===== src/rtl/pushbutton_step_ctrl_if.sv =====
// ---------------------------------------------------------------------------
// pushbutton_step_ctrl_if
//
// Bundles the button inputs and the count/strobe outputs of the push-button
// step controller.
//   master : drives the raw buttons and lock, observes the count side
//   slave  : the controller itself (consumes buttons, produces count)
//
// Signals:
//   btn_up, btn_down, btn_clr : raw asynchronous buttons, high = pressed
//   lock                      : synchronous, discards up/down steps
//   count[WIDTH]              : current count value
//   up_pulse / dn_pulse       : one-cycle strobe in the cycle count moved
//   at_limit                  : high while count is 0 or all-ones
// ---------------------------------------------------------------------------
interface pushbutton_step_ctrl_if #(
    parameter int WIDTH = 9
);
    logic             btn_up;
    logic             btn_down;
    logic             btn_clr;
    logic             lock;
    logic [WIDTH-1:0] count;
    logic             up_pulse;
    logic             dn_pulse;
    logic             at_limit;

    modport master (
        output btn_up, btn_down, btn_clr, lock,
        input  count, up_pulse, dn_pulse, at_limit
    );

    modport slave (
        input  btn_up, btn_down, btn_clr, lock,
        output count, up_pulse, dn_pulse, at_limit
    );
endinterface


===== src/rtl/pushbutton_step_ctrl.sv =====
// ---------------------------------------------------------------------------
// pushbutton_step_ctrl
//
// Front end for push-button counters. Each raw button is synchronised (two
// flops) and debounced; the debounced up/down levels each drive a step FSM
// that issues a single step on press and auto-repeat steps while held. The
// debounced clear level issues one clear request on its rising edge. All
// requests are registered and applied to the count register one cycle later
// with a fixed priority: clear > lock > up/down collision > single step.
//
// Ports:
//   clk  : system clock, everything on posedge
//   rst  : synchronous active-high reset
//   bus  : pushbutton_step_ctrl_if.slave (buttons, lock, count, strobes,
//          at_limit)
//
// Latency from the first sample of a raw level change to the count update
// is DB_CYCLES+3 edges: 2 (synchroniser) + DB_CYCLES-1 (debounce run, db
// flips on the edge the run would reach DB_CYCLES) + 1 (registered request)
// + 1 (count register).
// ---------------------------------------------------------------------------
module pushbutton_step_ctrl #(
    parameter int WIDTH       = 9,
    parameter int DB_CYCLES   = 500000,
    parameter int HOLD_CYCLES = 25000000,
    parameter int RPT_CYCLES  = 5000000,
    parameter bit WRAP        = 1'b1
) (
    input  logic                   clk,
    input  logic                   rst,
    pushbutton_step_ctrl_if.slave  bus
);

    localparam int NBTN    = 3;
    localparam int BTN_UP  = 0;
    localparam int BTN_DN  = 1;
    localparam int BTN_CLR = 2;

    localparam int DB_W    = $clog2(DB_CYCLES + 1);
    localparam int TMR_MAX = (HOLD_CYCLES > RPT_CYCLES) ? HOLD_CYCLES : RPT_CYCLES;
    localparam int TMR_W   = $clog2(TMR_MAX + 1);

    localparam logic [DB_W-1:0]  DB_LAST   = DB_W'(DB_CYCLES - 1);
    localparam logic [TMR_W-1:0] HOLD_LAST = TMR_W'(HOLD_CYCLES - 1);
    localparam logic [TMR_W-1:0] RPT_LAST  = TMR_W'(RPT_CYCLES - 1);
    localparam logic [WIDTH-1:0] CNT_MAX   = '1;

    typedef enum logic [1:0] {
        S_IDLE,
        S_HOLD,
        S_REPEAT
    } step_state_t;

    logic [NBTN-1:0] btn_raw;
    logic [NBTN-1:0] db_level;
    logic [1:0]      step_req;     // [0] = up, [1] = down

    assign btn_raw = {bus.btn_clr, bus.btn_down, bus.btn_up};

    // -----------------------------------------------------------------------
    // Synchroniser + debounce, one per button.
    // The run counter only advances while the synced level disagrees with
    // the accepted level; any agreeing cycle restarts the run, so bounces
    // shorter than DB_CYCLES never flip db.
    // -----------------------------------------------------------------------
    generate
        for (genvar gi = 0; gi < NBTN; gi++) begin : g_btn
            logic            sync1_reg;
            logic            sync2_reg;
            logic            db_reg;
            logic [DB_W-1:0] run_reg;

            always_ff @(posedge clk) begin
                if (rst) begin
                    sync1_reg <= 1'b0;
                    sync2_reg <= 1'b0;
                    db_reg    <= 1'b0;
                    run_reg   <= '0;
                end else begin
                    sync1_reg <= btn_raw[gi];
                    sync2_reg <= sync1_reg;
                    if (sync2_reg == db_reg) begin
                        run_reg <= '0;
                    end else if (run_reg == DB_LAST) begin
                        db_reg  <= ~db_reg;
                        run_reg <= '0;
                    end else begin
                        run_reg <= run_reg + 1'b1;
                    end
                end
            end

            assign db_level[gi] = db_reg;
        end
    endgenerate

    // -----------------------------------------------------------------------
    // Step FSMs for up (gi=0) and down (gi=1). The request is a registered
    // one-cycle output. Releasing the button always wins over a timer
    // expiry in the same cycle.
    // -----------------------------------------------------------------------
    generate
        for (genvar gi = 0; gi < 2; gi++) begin : g_step
            step_state_t      state_reg;
            logic [TMR_W-1:0] timer_reg;
            logic             req_reg;
            logic             level;

            assign level = db_level[(gi == 0) ? BTN_UP : BTN_DN];

            always_ff @(posedge clk) begin
                if (rst) begin
                    state_reg <= S_IDLE;
                    timer_reg <= '0;
                    req_reg   <= 1'b0;
                end else begin
                    req_reg <= 1'b0;
                    case (state_reg)
                        S_IDLE: begin
                            if (level) begin
                                req_reg   <= 1'b1;
                                timer_reg <= '0;
                                state_reg <= S_HOLD;
                            end
                        end
                        S_HOLD: begin
                            if (!level) begin
                                state_reg <= S_IDLE;
                            end else if (timer_reg == HOLD_LAST) begin
                                req_reg   <= 1'b1;
                                timer_reg <= '0;
                                state_reg <= S_REPEAT;
                            end else begin
                                timer_reg <= timer_reg + 1'b1;
                            end
                        end
                        S_REPEAT: begin
                            if (!level) begin
                                state_reg <= S_IDLE;
                            end else if (timer_reg == RPT_LAST) begin
                                req_reg   <= 1'b1;
                                timer_reg <= '0;
                            end else begin
                                timer_reg <= timer_reg + 1'b1;
                            end
                        end
                        default: begin
                            state_reg <= S_IDLE;
                            timer_reg <= '0;
                        end
                    endcase
                end
            end

            assign step_req[gi] = req_reg;
        end
    endgenerate

    // -----------------------------------------------------------------------
    // Clear request: rising edge of the debounced clear level only, so a
    // held clear button acts once.
    // -----------------------------------------------------------------------
    logic clr_prev_reg;
    logic clr_req_reg;

    always_ff @(posedge clk) begin
        if (rst) begin
            clr_prev_reg <= 1'b0;
            clr_req_reg  <= 1'b0;
        end else begin
            clr_prev_reg <= db_level[BTN_CLR];
            clr_req_reg  <= db_level[BTN_CLR] & ~clr_prev_reg;
        end
    end

    // -----------------------------------------------------------------------
    // Count register with arbitration.
    // -----------------------------------------------------------------------
    logic [WIDTH-1:0] count_reg;
    logic             up_pulse_reg;
    logic             dn_pulse_reg;

    always_ff @(posedge clk) begin
        if (rst) begin
            count_reg    <= '0;
            up_pulse_reg <= 1'b0;
            dn_pulse_reg <= 1'b0;
        end else begin
            up_pulse_reg <= 1'b0;
            dn_pulse_reg <= 1'b0;
            if (clr_req_reg) begin
                count_reg <= '0;
            end else if (!bus.lock && (step_req[0] != step_req[1])) begin
                if (step_req[0]) begin
                    if (WRAP || (count_reg != CNT_MAX)) begin
                        count_reg    <= count_reg + 1'b1;
                        up_pulse_reg <= 1'b1;
                    end
                end else begin
                    if (WRAP || (count_reg != '0)) begin
                        count_reg    <= count_reg - 1'b1;
                        dn_pulse_reg <= 1'b1;
                    end
                end
            end
        end
    end

    assign bus.count    = count_reg;
    assign bus.up_pulse = up_pulse_reg;
    assign bus.dn_pulse = dn_pulse_reg;
    assign bus.at_limit = (count_reg == '0) || (count_reg == CNT_MAX);

endmodule


===== src/flat_wrapper.sv =====
// flat-port wrapper written by rule: the top's interface ports become plain ports
module pushbutton_step_ctrl_flat 
#(
    parameter int WIDTH       = 9,
    parameter int DB_CYCLES   = 500000,
    parameter int HOLD_CYCLES = 25000000,
    parameter int RPT_CYCLES  = 5000000,
    parameter bit WRAP        = 1'b1
)
  (clk, rst, bus_btn_up, bus_btn_down, bus_btn_clr, bus_lock, bus_count, bus_up_pulse, bus_dn_pulse, bus_at_limit);
  pushbutton_step_ctrl_if #(.WIDTH(WIDTH)) bus_i ();
  input  logic clk;
  input  logic rst;
  input wire logic [$bits(bus_i.btn_up)-1:0] bus_btn_up;
  input wire logic [$bits(bus_i.btn_down)-1:0] bus_btn_down;
  input wire logic [$bits(bus_i.btn_clr)-1:0] bus_btn_clr;
  input wire logic [$bits(bus_i.lock)-1:0] bus_lock;
  output wire logic [$bits(bus_i.count)-1:0] bus_count;
  output wire logic [$bits(bus_i.up_pulse)-1:0] bus_up_pulse;
  output wire logic [$bits(bus_i.dn_pulse)-1:0] bus_dn_pulse;
  output wire logic [$bits(bus_i.at_limit)-1:0] bus_at_limit;
  assign bus_i.btn_up = bus_btn_up;
  assign bus_i.btn_down = bus_btn_down;
  assign bus_i.btn_clr = bus_btn_clr;
  assign bus_i.lock = bus_lock;
  assign bus_count = bus_i.count;
  assign bus_up_pulse = bus_i.up_pulse;
  assign bus_dn_pulse = bus_i.dn_pulse;
  assign bus_at_limit = bus_i.at_limit;
  pushbutton_step_ctrl #(.WIDTH(WIDTH), .DB_CYCLES(DB_CYCLES), .HOLD_CYCLES(HOLD_CYCLES), .RPT_CYCLES(RPT_CYCLES), .WRAP(WRAP)) u_core (.clk(clk), .rst(rst), .bus(bus_i));
endmodule

===== config.mk =====
export PLATFORM = sky130hd
export DESIGN_NAME = pushbutton_step_ctrl_flat
export DESIGN_NICKNAME = d
export VERILOG_FILES = /design/src/rtl/pushbutton_step_ctrl_if.sv /design/src/rtl/pushbutton_step_ctrl.sv /design/src/flat_wrapper.sv
export SDC_FILE = /design/constraint.sdc
export NUM_CORES = 1
export LEC_CHECK = 0
export BUFFER_PORTS_ARGS = -buffer_cell sky130_fd_sc_hd__buf_2
export CELL_PAD_IN_SITES_DETAIL_PLACEMENT = 1
export CELL_PAD_IN_SITES_GLOBAL_PLACEMENT = 2
export CORE_ASPECT_RATIO = 1.25
export CORE_MARGIN = 5
export CORE_UTILIZATION = 39
export CTS_CLUSTER_SIZE = 10
export DETAILED_ROUTE_END_ITERATION = 12
export HOLD_SLACK_MARGIN = 0.06
export PLACE_DENSITY_LB_ADDON = 0.1
export RECOVER_POWER = 50
export SLEW_MARGIN = 20
export SYNTH_ARGS = -nofsm -noshare
export SYNTH_HDL_FRONTEND = slang
export SYNTH_SLANG_ARGS = --single-unit

===== constraint.sdc =====
create_clock -name clk -period 2.6 [get_ports clk]
set_input_delay 0.39 -clock clk [delete_from_list [all_inputs] [get_ports clk]]
set_output_delay 0.39 -clock clk [all_outputs]
set_load 0.05 [all_outputs]

==> results.md <==
- Of the cells placed in the final design, the portion with a size suffix greater than 1 is 0.06923.
- The CTS root buffer is sky130_fd_sc_hd__clkbuf_16.
- The number of DRC violations after detailed routing is 0.
- The combinational family with the most area after synthesis is simple AND/OR/NAND/NOR gates.
- The flip-flop and latch count after synthesis is about 140.
- The via count of the first global-routing pass is 5551.
- In this run the worst hold path is classified as primary input to register.
- Of the total synthesized cell area, the portion taken by full adders, half adders and majority gates is 0.04237.
- The global routing's busiest layer is met2.
- The core footprint is 16140 sq um.
- Measured on the finished design, the core utilization comes to 0.4521.
- The layout filler cell count is slightly below 2000.
- The endpoint identified for the worst register-to-register timing path is u_core.g_step[0].timer_reg[19].
- In this run the static leakage power is 2.454 nW.
- When the netlist entered floorplanning its net count stood at just under 800.
- The met1 demand-to-capacity share in global routing is 0.1841.
- Max-cap violations in this run came to 0.
- The final weighted congestion in routability-driven placement is 0.7677.
- The share of the Yosys chip area taken by registers is 0.4237.
- The post-layout net count is 794.
- During placement, the flow inserted port buffers numbering 17.
- The initial antenna violation count came to 0.
- The number of optimization iterations in the first detailed-route pass is 4.
- No sink is reached through more buffers than the 2 on the longest clock path.
- After detailed routing, the number of vias per cell comes to between 5 and 6.
- The number of instances on the worst hold path is 2.
- The HPWL after detailed placement is 10.30 mm.
- In the layout the commonest cells are 153 x sky130_fd_sc_hd__nor2_1, 135 x sky130_fd_sc_hd__dfxtp_1, 57 x sky130_fd_sc_hd__nand2_1.
- The number of clock buffers inserted by TritonCTS is 17.
- The post-synthesis async set-or-reset flop share is 0.
- In this run the most critical hold path is launched from bus_btn_clr.
- The met3 routing resource usage after global routing is 0.03630.
- The routed design has between 10 and 15 mm of wire.
- Setup repair after global routing left no endpoint under its margin.
- The later pin in the worst-skew pair is clocked with a latency of 410 ps.
- The logic depth of the worst register-to-register path is 8.
- The clock tree from TritonCTS is built.
- Of all nets on the critical path, the largest fanout is 5.
- The starting DRC count in detailed routing is 212.
- For hold timing, the worst endpoint is u_core.g_btn[2].sync1_reg.
- Synthesis handed over a netlist of between 700 and 800 instances.
- The antenna violation net count after detailed routing is 0.
- In the global route stage, met2 resource usage came out at 0.2830.
- The largest net degree at the start of global routing is 30.
- The total power divided by cell area is 634.1 nW/um^2.
- The number of slew-limit violations in the final report was 0.
- The count of cell types in the netlist is 54.
- The critical path required time is 2890 ps.
- In this run the cell area of the synthesized design comes to 6379 sq um.
- The worst register-to-register path begins at u_core.g_step[0].state_reg[0].
- The post-synthesis cell type with the largest combined area is sky130_fd_sc_hd__dfxtp_1.
- The internal reg-to-reg setup slack is roughly 330 ps.
- The run finished with clean final reports.
- The xor/xnor share of the synthesized area is 0.1373.
- For this configuration, the core starts out at a cell density of 0.3953.
- The antenna diode count is 0.
- The smallest clock period supported by the final layout is computed as 2272 ps.
- Sorting the synthesized cells by area gives the leading types as sky130_fd_sc_hd__dfxtp_1 42%, sky130_fd_sc_hd__nor2_1 9.0%, sky130_fd_sc_hd__xor2_1 7.4%.
- The total of warnings raised by yosys is 0.
- The arrival time reported for the critical path endpoint is between 2000 and 3000 ps.
- The peak supply drop is ~0.44 mV.
- In the final layout, the multi-input gates occupy 3508 sq um.
- The die outline area is around 19000 sq um.
- The number of clock sinks seen by CTS is ~140.
- The CTS clock-pin slew for the worst setup and hold paths is 60 ps.
- The horizontal die dimension is between 100 and 150 um.
- The leading cell type in the layout, fill and taps excluded is sky130_fd_sc_hd__nor2_1.
- The total vias in the final route is slightly above 5000.
- The share of synthesized area in the top cell type comes to 0.4237.
- The die height is about 150 um.
- In this run the tightest slew margin relative to its limit is 0.08208.
- The number of hold violations in the final report is 0.
- The overall track demand over capacity in global routing is 0.1583.
- Setup total negative slack on the finished layout was measured at 0 ps.
- The proportion of synthesized area in mux cells is 0.01255.
- Across the whole layout, storage elements account for around 2700 sq um.
- Of the total synthesized cell area, the portion taken by AND, OR, NAND and NOR gates is 0.2995.
- The compound-gate portion of the synthesized area was 0.05826.
- The number of enable flip-flop cells after synthesis is 0.
- The row count is between 50 and 60.
- The post-route clock period utilization is 0.8738.
- The number of flip-flops in the largest register is 57.
- The relative area change from synthesis to final layout is 14.36%.
- The sort of element at the end of the critical path is a register.
- Dividing the detail-routed wire length by the instance count gives 14.36 um.
- Global routing finished with a remaining overflow of 0.
- The achievable frequency is roughly 440 MHz.
- The overall power after layout is 4.625 mW.
- Dividing the synthesized area by the synthesized cell count gives between 8 and 9 sq um.
- The critical path in this run is classified as register to register.
- For this design the top-level I/O count stands at 18.
- After clock tree synthesis, the setup repair step added 0 buffers.
- On the final layout, the worst clock skew is a little over 7 ps.
- The post-cts hold buffer count is 0.
- The first-pass GRT wire length is 25.66 mm.
- The number of H-tree levels is 4.
- The startpoint type of the worst setup path is a register.
- In the synthesized netlist the dominant register cell turns out to be sky130_fd_sc_hd__dfxtp_1.
- Setup violations remaining at the end of the flow were counted as 0.
- The post-cts repair resize count is 0.
- The slew at the pin closest to its max-slew limit is roughly 1400 ps.
critical path, cell delays in order (launching register included):
cell,delay (ps)
sky130_fd_sc_hd__dfxtp_1,360
sky130_fd_sc_hd__inv_1,100
sky130_fd_sc_hd__ha_1,250
sky130_fd_sc_hd__nor3_2,300
sky130_fd_sc_hd__o21bai_1,200
sky130_fd_sc_hd__or3_1,490
sky130_fd_sc_hd__nor3_1,240
sky130_fd_sc_hd__xnor2_1,160
sky130_fd_sc_hd__nor2_1,60
area by class of cell:
class                      instances  area share
multi-input combinational        569      0.4810
clock buffer                      25     0.06930
tap                              216     0.03705
clock inverter                     7     0.01578
timing repair buffer              24     0.01612
sequential                       135      0.3705
inverter                          20     0.01029
cells in the mapped netlist, drive strengths merged, types with 13 or more instances:
library cell	number
ha	20
nand3	36
xnor2	46
nand2	57
nor3	21
xor2	54
and3	16
a21oi	17
nor2b	15
o21ai	13
nand4	27
nor2	155
buf	13
inv	20
dfxtp	135
per-layer routing:
metal  share of wire  vias to the layer above  routed length (um)
met5               0                        -                   0
met4           0.017                        0                 240
met3           0.026                       22                 375
met2            0.51                       51                7245
met1            0.45                     2483                6447
li1                -                     2587                   -
per-stage QoR:
stage	setup WS (ps)	hold WS, ps	cells	area, sq um
final	328.1	191.3	996	7295
after global placement	438.5	376.2	964	6694
after CTS	296.7	175.0	996	7315
after global routing	163.4	200.7	996	7295
after detailed placement	325.9	380.6	964	6694
after floorplan	153.7	367.4	742	6379
report_power, final:
part	leakage, nW	internal (mW)	total [mW]	switching, mW
clock network	0.299	1.63	2.50	0.867
logic	1.07	0.0130	0.0462	0.0332
registers	1.09	2.08	2.08	0.00322
logic make-up after synthesis:
kind of cell               Yosys count
adders and majority gates           21
xor gates and xnor gates           100
buffers and inverters               38
and+or+nand+nor                    383
DFF                                135
AOI/OAI and AO/OA                   57
muxes                                8
worst max-delay path by stage:
stage | depth (start not counted) | startpoint | slack, ps | endpoint
final | 8 | u_core.g_step[0].state_reg[0] | 330 | u_core.g_step[0].timer_reg[19]
after CTS | 8 | u_core.g_step[0].state_reg[0] | 300 | u_core.g_step[0].timer_reg[19]
after detailed placement | 8 | u_core.g_step[0].state_reg[0] | 330 | u_core.g_step[0].timer_reg[19]
after global routing | 8 | u_core.g_step[0].state_reg[1] | 160 | u_core.g_step[0].timer_reg[15]
after floorplan | 2 | u_core.bus.count[6] | 150 | bus_at_limit
after global placement | 8 | u_core.g_step[0].req_reg | 440 | u_core.bus.count[8]
No activity file was read; power rests on OpenSTA's default activity.
